[config.mk]
export PLATFORM = sky130hd
export DESIGN_NAME = display_scanout
export DESIGN_NICKNAME = d
export VERILOG_FILES = /design/src/rtl/video_mode_pkg.sv /design/src/rtl/display_timing.sv /design/src/rtl/display_scanout.sv
export SDC_FILE = /design/constraint.sdc
export NUM_CORES = 1
export LEC_CHECK = 0
export CAP_MARGIN = 20
export CORE_MARGIN = 5
export CORE_UTILIZATION = 51
export CTS_BUF_LIST = sky130_fd_sc_hd__clkbuf_8 sky130_fd_sc_hd__clkbuf_16
export CTS_CLUSTER_DIAMETER = 30
export DETAILED_ROUTE_END_ITERATION = 8
export PLACE_DENSITY = 0.76
export SLEW_MARGIN = 5
export SYNTH_ARGS = -nofsm -noshare
export SYNTH_HDL_FRONTEND = slang
export SYNTH_SLANG_ARGS = --single-unit
export TNS_END_PERCENT = 100
[constraint.sdc]
create_clock -name clk -period 2.4 [get_ports clk]
set_input_delay 0.48 -clock clk [delete_from_list [all_inputs] [get_ports clk]]
set_output_delay 0.48 -clock clk [all_outputs]
set_load 0.01 [all_outputs]
[src/rtl/video_mode_pkg.sv]
// Video timing mode descriptors and pixel helpers shared by the display path.
// A mode carries the active size, porches, sync widths and sync polarity per axis.
package video_mode_pkg;

  typedef logic [15:0] cnt_t;

  typedef struct packed {
    cnt_t h_resolution;
    cnt_t h_front_porch;
    cnt_t h_sync;
    cnt_t h_back_porch;
    logic h_sync_pol;     // 1 = active-high sync pulse
    cnt_t v_resolution;
    cnt_t v_front_porch;
    cnt_t v_sync;
    cnt_t v_back_porch;
    logic v_sync_pol;
  } video_mode_t;

  localparam video_mode_t VMODE_640x480p60 = '{
    h_resolution: 16'd640, h_front_porch: 16'd16, h_sync: 16'd96, h_back_porch: 16'd48,
    h_sync_pol: 1'b0,
    v_resolution: 16'd480, v_front_porch: 16'd10, v_sync: 16'd2, v_back_porch: 16'd33,
    v_sync_pol: 1'b0
  };

  // Tiny mode for simulation: 24 x 16 totals.
  localparam video_mode_t VMODE_TEST = '{
    h_resolution: 16'd16, h_front_porch: 16'd2, h_sync: 16'd3, h_back_porch: 16'd3,
    h_sync_pol: 1'b0,
    v_resolution: 16'd12, v_front_porch: 16'd1, v_sync: 16'd2, v_back_porch: 16'd1,
    v_sync_pol: 1'b0
  };

  // Per-pixel control bits carried alongside the RAM read latency.
  typedef struct packed {
    logic de;
    logic in_img;
    logic hsync;
    logic vsync;
  } scan_ctl_t;

  // Extract channel idx (0=red, 1=green, 2=blue) of chan_bits width from a packed pixel.
  function automatic logic [15:0] unpack_chan(input logic [47:0] pix,
                                              input int unsigned chan_bits,
                                              input int unsigned idx);
    logic [47:0] mask;
    mask = (48'd1 << chan_bits) - 48'd1;
    return 16'((pix >> (idx * chan_bits)) & mask);
  endfunction

endpackage

[src/rtl/display_timing.sv]
// Free-running x/y raster counters with sync and data-enable decode for any video_mode_t.
// Sync outputs are reported as "active" flags; polarity is applied by the user.
module display_timing
  import video_mode_pkg::*;
#(
  parameter video_mode_t VIDEO_MODE = VMODE_640x480p60
) (
  input  logic clk,
  input  logic rstn,
  output cnt_t x,
  output cnt_t y,
  output logic hsync_act,
  output logic vsync_act,
  output logic de,
  output logic line_last,
  output logic frame_last
);

  localparam cnt_t HA       = VIDEO_MODE.h_resolution;
  localparam cnt_t HS_START = cnt_t'(HA + VIDEO_MODE.h_front_porch);
  localparam cnt_t HS_END   = cnt_t'(HS_START + VIDEO_MODE.h_sync);
  localparam cnt_t HT_LAST  = cnt_t'(HS_END + VIDEO_MODE.h_back_porch - 16'd1);

  localparam cnt_t VA       = VIDEO_MODE.v_resolution;
  localparam cnt_t VS_START = cnt_t'(VA + VIDEO_MODE.v_front_porch);
  localparam cnt_t VS_END   = cnt_t'(VS_START + VIDEO_MODE.v_sync);
  localparam cnt_t VT_LAST  = cnt_t'(VS_END + VIDEO_MODE.v_back_porch - 16'd1);

  always_ff @(posedge clk or negedge rstn) begin
    if (!rstn) begin
      x <= '0;
      y <= '0;
    end else if (line_last) begin
      x <= '0;
      y <= frame_last ? '0 : cnt_t'(y + 16'd1);
    end else begin
      x <= cnt_t'(x + 16'd1);
    end
  end

  assign line_last  = (x == HT_LAST);
  assign frame_last = line_last && (y == VT_LAST);
  assign hsync_act  = (x >= HS_START) && (x < HS_END);
  assign vsync_act  = (y >= VS_START) && (y < VS_END);
  assign de         = (x < HA) && (y < VA);

endmodule

[src/rtl/display_scanout.sv]
// Scans a centred, integer-upscaled framebuffer out of a synchronous RAM onto VGA pins,
// with border fill, double-buffer swap in vblank and a fixed 2+RD_LATENCY pipeline.
module display_scanout
  import video_mode_pkg::*;
#(
  parameter video_mode_t              VIDEO_MODE = VMODE_640x480p60,
  parameter int                       BUF_W      = 320,
  parameter int                       BUF_H      = 240,
  parameter int                       SCALE      = 2,
  parameter int                       PIX_BITS   = 12,
  parameter int                       CHAN_BITS  = 4,
  parameter int                       RD_LATENCY = 1,
  parameter logic [PIX_BITS-1:0]      BORDER_RGB = '0
) (
  input  logic                               clk,
  input  logic                               rstn,
  output logic [$clog2(BUF_W*BUF_H)-1:0]     fb_addr,
  output logic                               fb_bank,
  output logic                               fb_rd_en,
  input  logic [PIX_BITS-1:0]                fb_data,
  input  logic                               swap_req,
  output logic                               swap_ack,
  output logic                               frame_start,
  output logic                               vga_hsync,
  output logic                               vga_vsync,
  output logic [CHAN_BITS-1:0]               vga_red,
  output logic [CHAN_BITS-1:0]               vga_green,
  output logic [CHAN_BITS-1:0]               vga_blue
);

  localparam int   ADDR_W = $clog2(BUF_W * BUF_H);
  localparam int   SW     = (SCALE > 1) ? $clog2(SCALE) : 1;
  localparam cnt_t HA     = VIDEO_MODE.h_resolution;
  localparam cnt_t VA     = VIDEO_MODE.v_resolution;
  localparam cnt_t IMG_W  = cnt_t'(BUF_W * SCALE);
  localparam cnt_t IMG_H  = cnt_t'(BUF_H * SCALE);
  localparam cnt_t XO     = cnt_t'((HA - IMG_W) >> 1);
  localparam cnt_t YO     = cnt_t'((VA - IMG_H) >> 1);
  localparam logic [SW-1:0]     SCALE_LAST = SW'(SCALE - 1);
  localparam logic [ADDR_W-1:0] ROW_STEP   = ADDR_W'(BUF_W);

  generate
    if (SCALE < 1 || RD_LATENCY < 1) begin : g_bad_param
      $error("display_scanout: SCALE and RD_LATENCY must be at least 1");
    end
    if (BUF_W * SCALE > int'(HA) || BUF_H * SCALE > int'(VA)) begin : g_bad_geom
      $error("display_scanout: scaled framebuffer does not fit the active area");
    end
    if (PIX_BITS != 3 * CHAN_BITS) begin : g_bad_pix
      $error("display_scanout: PIX_BITS must equal 3*CHAN_BITS");
    end
  endgenerate

  // Stage 0: raster position and decoded window
  cnt_t x, y;
  logic hsync_act, vsync_act, de, line_last, frame_last;

  display_timing #(.VIDEO_MODE(VIDEO_MODE)) u_timing (
    .clk        (clk),
    .rstn       (rstn),
    .x          (x),
    .y          (y),
    .hsync_act  (hsync_act),
    .vsync_act  (vsync_act),
    .de         (de),
    .line_last  (line_last),
    .frame_last (frame_last)
  );

  // Unsigned wrap turns the two-sided range test into a single compare.
  logic in_x, in_y, in_img, swap_point, swap_take;
  assign in_x       = cnt_t'(x - XO) < IMG_W;
  assign in_y       = cnt_t'(y - YO) < IMG_H;
  assign in_img     = in_x && in_y;
  assign swap_point = (x == '0) && (y == VA);
  assign swap_take  = swap_point && swap_req;

  // Source column/row trackers always describe the current raster position.
  logic [SW-1:0]     col_sub, row_sub;
  logic [ADDR_W-1:0] src_col, row_base;

  always_ff @(posedge clk or negedge rstn) begin
    if (!rstn) begin
      col_sub  <= '0;
      src_col  <= '0;
      row_sub  <= '0;
      row_base <= '0;
    end else begin
      if (!in_x) begin
        col_sub <= '0;
        src_col <= '0;
      end else if (col_sub == SCALE_LAST) begin
        col_sub <= '0;
        src_col <= src_col + 1'b1;
      end else begin
        col_sub <= col_sub + 1'b1;
      end

      if (frame_last) begin
        row_sub  <= '0;
        row_base <= '0;
      end else if (line_last && in_y) begin
        if (row_sub == SCALE_LAST) begin
          row_sub  <= '0;
          row_base <= row_base + ROW_STEP;
        end else begin
          row_sub <= row_sub + 1'b1;
        end
      end
    end
  end

  // Stage 1 registers plus the control delay line matching the RAM latency.
  scan_ctl_t ctl_pipe [RD_LATENCY+1];

  always_ff @(posedge clk or negedge rstn) begin
    if (!rstn) begin
      fb_addr     <= '0;
      fb_rd_en    <= 1'b0;
      fb_bank     <= 1'b0;
      swap_ack    <= 1'b0;
      frame_start <= 1'b0;
      for (int i = 0; i <= RD_LATENCY; i++) begin
        ctl_pipe[i] <= '0;
      end
    end else begin
      fb_rd_en    <= in_img;
      if (in_img) begin
        fb_addr <= row_base + src_col;
      end
      frame_start <= (x == '0) && (y == '0);
      swap_ack    <= swap_take;
      if (swap_take) begin
        fb_bank <= ~fb_bank;
      end
      ctl_pipe[0] <= '{de: de, in_img: in_img, hsync: hsync_act, vsync: vsync_act};
      for (int i = 1; i <= RD_LATENCY; i++) begin
        ctl_pipe[i] <= ctl_pipe[i-1];
      end
    end
  end

  // Output stage: colour select and channel split.
  scan_ctl_t             ctl_last;
  logic [PIX_BITS-1:0]   pix_next;
  logic [CHAN_BITS-1:0]  chan_next [3];

  assign ctl_last = ctl_pipe[RD_LATENCY];

  always_comb begin
    pix_next = '0;
    if (ctl_last.de) begin
      pix_next = ctl_last.in_img ? fb_data : BORDER_RGB;
    end
  end

  genvar gi;
  generate
    for (gi = 0; gi < 3; gi++) begin : g_chan
      assign chan_next[gi] = CHAN_BITS'(unpack_chan(48'(pix_next), CHAN_BITS, gi));
    end
  endgenerate

  always_ff @(posedge clk or negedge rstn) begin
    if (!rstn) begin
      vga_red   <= '0;
      vga_green <= '0;
      vga_blue  <= '0;
      vga_hsync <= ~VIDEO_MODE.h_sync_pol;
      vga_vsync <= ~VIDEO_MODE.v_sync_pol;
    end else begin
      vga_red   <= chan_next[0];
      vga_green <= chan_next[1];
      vga_blue  <= chan_next[2];
      vga_hsync <= ctl_last.hsync ? VIDEO_MODE.h_sync_pol : ~VIDEO_MODE.h_sync_pol;
      vga_vsync <= ctl_last.vsync ? VIDEO_MODE.v_sync_pol : ~VIDEO_MODE.v_sync_pol;
    end
  end

endmodule

==> results.toml <==
[global_route]
number_of_global_route_vias_before_repair = 3496
remaining_global_route_overflow = 0
grt_pass1_wl_microns = 15830
grt_start_max_net_pins = 80
grt_usage_pct = 16.94
number_of_antenna_violations_at_the_first_check_in_global_routing = 0

[cells_and_area]
post_route_cells_drive_above_1_share_pct = 10.44
final_cells = 675
area_growth_pct = 20.99
antenna-diode-count = 0
seq_area_sq_mm = 0.002555
final_net_count = 573
fillers = 777
area_used_by_multi_input_combinational_logic_sq_mm = 0.002182

[cts]
ctsRootBufferMaster = "clkbuf_8"
ctsLongestPathBuffers = 2
tritoncts_clock_tree = "yes"
cts_made_buffers = 9
cts.clk_slew.worst_paths_ns = 0.10
ctsHtreeMaxLevel = 3
numClockSinks = 102
clock_insertion_delay_worst_skew_ns = 0.38

[timing]
finalClockSkew_ns = 0.01808
setup_repair_after_global_routing_missed_its_margin = "true"
layout_worst_path_cycle_share_pct = 99.56
hold_ws_ns = 0.3556
fin_crit_ns = 2.389
worst_slew_pin_slew_ns = 0.6390
fmaxAchievable_mhz = 418.5
slew-limit-headroom_pct = 56.95
drv_slew = 0
finalHoldViolCount = 0
setup_violations = 0

[min_path]
hold_depth = 1
whs_endpoint = "vga_vsync"
min_from = "ctl_last[0]"
hold_path.class = "flip-flop to flip-flop"

[synth]
synth_edf_count = 0
postSynthNetCount = 504
post_synth_instance_area_sq_mm = 0.004823
yosys.area_share.adder_pct = 4.410
synth-async-reset-ratio_pct = 100.0
post_synth_num_cell_types = 44
synth-seq-area-share_pct = 52.97
synthCells = 472
netlist_top_cells_area = "dfrtp_1 52%, xor2_1 5.8%, xnor2_1 5.4%"
synth.ff_latch_count = 102
synth_top_cell_by_area = "dfrtp_1"
synth_warnings = 0
ys_dominant_reg_cell = "dfrtp_1"
synth_top_family_by_area = "simple AND/OR/NAND/NOR gates"
synthSimpleGateAreaFrac_pct = 21.87
netlist.area_leader.share_pct = 51.88
area_fraction_in_compound_gates_after_synthesis_pct = 6.044
share_of_cell_area_taken_by_muxes_after_synthesis_pct = 0.8820
avgSynthCellArea_sq_um = 10.22
xor_xnor_portion_of_the_synthesized_cell_area_pct = 11.26

[critical_path]
timing.critical_path.required_ns = 2.69
ff2ff_path_depth = 5
worst_setup_path_end_kind = "flip-flop"
worst_r2r_endpoint = "fb_bank"
critical_path_class = "flip-flop to flip-flop"
cp_data_arrival_time_ns = 2.68
critical_path.reg2reg.startpoint = "u_timing.y[13]"
worst_setup_path_start_kind = "flip-flop"
reg2reg_slack_ns = 0.01
path_max_fanout = 3

[routing]
post_drt_wl_per_cell_microns = 13.72
drc = 0
postRouteAntennaNets = 0
dr_vias = 3482
first_pass_iters = 4
totalWireLength_microns = 9260
first_iter_violations = 102
drt-vias-per-instance = 5.159

[die]
floorplan.initialDensity_pct = 52.20
die-height_microns = 107.3
die-width_microns = 107.3
core-area_sq_mm = 0.009240
die-area_sq_mm = 0.01150
num_rows = 35
boundary_pins = 50

[run]
max_capacitance_violation_total = 0

[run_status]
status = "complete, no violations"

[placed_design]
buffer_ports.inserted = 49
dp.final_hpwl_microns = 6793
dp.cells = 655
finalWeightedCongestion = 0.8032

[power_and_ir_drop]
power.density_cell_area_mw_per_mm2 = 503.1
ir_drop_uv = 283.6
power.leakage_nw = 2.661
==> layer usage <==
metal	wire length (microns)	GRT usage (%)	part of all wire (%)
met3	370	3.539	4.0
met1	4171	20.76	45
met5	0	0	0
met4	48	4.475	0.52
met2	4670	30.25	50
==> stage by stage <==
step | area (sq um) | setup TNS [ns] | setup WS [ns] | util [%] | total power, mW
floorplan | 4823 | 0 | 0.001021 | - | 1.783
global placement | 5557 | 0 | 0.04189 | 60.14 | 1.866
detailed placement | 5557 | -0.04542 | -0.04542 | 60.14 | 1.869
CTS | 5787 | 0 | 0.01522 | 62.63 | 2.970
global route | 5836 | -0.09762 | -0.06364 | 63.15 | 3.046
finish | 5836 | 0 | 0.01058 | 63.15 | 2.936
==> how the worst max path moves through the flow <==
stage | slack [ns] | endpoint | from | cells past startpoint
after global routing | -0.06 | fb_bank | u_timing.y[13] | 5
final | 0.01 | fb_bank | u_timing.y[13] | 5
after floorplan | 0.001 | row_base[16] | u_timing.x[5] | 7
after CTS | 0.02 | fb_bank | u_timing.y[13] | 5
after detailed placement | -0.05 | fb_bank | u_timing.y[13] | 5
after global placement | 0.04 | fb_bank | u_timing.y[13] | 5
==> flip-flops by register name, summed over array words and instances, names as in the netlist, 3 cells and up <==
| register | flops |
|---|---|
| fb_addr | 17 |
| u_timing.y | 16 |
| vga_green | 4 |
| row_base | 11 |
| ctl_pipe | 3 |
| vga_red | 4 |
| u_timing.x | 16 |
| ctl_last | 3 |
| vga_blue | 4 |
| src_col | 17 |
==> critical path, stage by stage (launching register included) <==
cell and delay [ns]:
dfrtp_1 0.39, or4_4 0.56, or3_4 0.39, or4_4 0.52
nor4_4 0.30, xor2_1 0.16
==> report_power, final <==
group	switching (mW)	leakage (nW)	total [mW]	internal (mW)
clock	0.680	0.106	1.10	0.423
sequential	0.00353	1.34	1.73	1.73
combinational	0.0497	1.22	0.0995	0.0497
total	0.733	2.66	2.94	2.20
==> layout make-up <==
| type | instances | area share, % |
|---|---|---|
| Sequential cell | 102 | 43.78 |
| Multi-Input combinational cell | 341 | 37.39 |
| Timing Repair Buffer | 70 | 11.32 |
| Tap cell | 129 | 2.766 |
| Clock buffer | 9 | 2.123 |
| Clock inverter | 7 | 1.522 |
| Inverter | 17 | 1.093 |
==> cell families (layout without fill, tap and decap cells) <==
group                    after synthesis  after routing
AO/OA/AOI/OAI                         52             52
XOR/XNOR                              62             62
flip-flops                           102            102
other                                  1              1
adder cells (fa/ha/maj)               17             17
multiplexers                           4              4
AND/OR/NAND/NOR                      205            205
buffers and inverters                 29            103
==> Yosys cell counts (2+ instances only) <==
master	instances
dfstp_2	2
or3_1	11
nand3_1	23
mux2_2	2
or4b_4	2
ha_1	17
clkbuf_1	10
inv_1	17
and4_1	2
a21oi_1	14
o21ai_0	27
a31oi_1	2
and3_1	9
a21o_1	3
nor2_2	2
mux2i_1	2
nand4_1	11
nand2_1	48
xnor2_1	30
nor3_1	11
dfrtp_1	100
o41ai_1	2
nor2_1	54
and2_1	15
nor4_1	5
xor2_1	32
or4_1	2
==> layout by cell type, fill, tap and decap left out, types with 10 or more instances in the layout <==
cell type	n
clkdlybuf4s50_1	48
xor2_1	32
ha_1	17
and2_1	15
nand2_1	48
inv_1	17
nand4_1	11
or3_1	10
buf_4	20
o21ai_0	27
nand3_1	23
dfrtp_1	100
xnor2_1	30
nor3_1	11
a21oi_1	14
nor2_1	53
==> repair_timing <==
action	in CTS	in global routing
pin swaps	0	1
gates resized for setup	2	6
hold endpoints to repair	17	0
setup buffers	0	3
cloned	0	0
setup endpoints to repair	2	6
hold buffers	1	0
(Power assumes the default switching activity.)
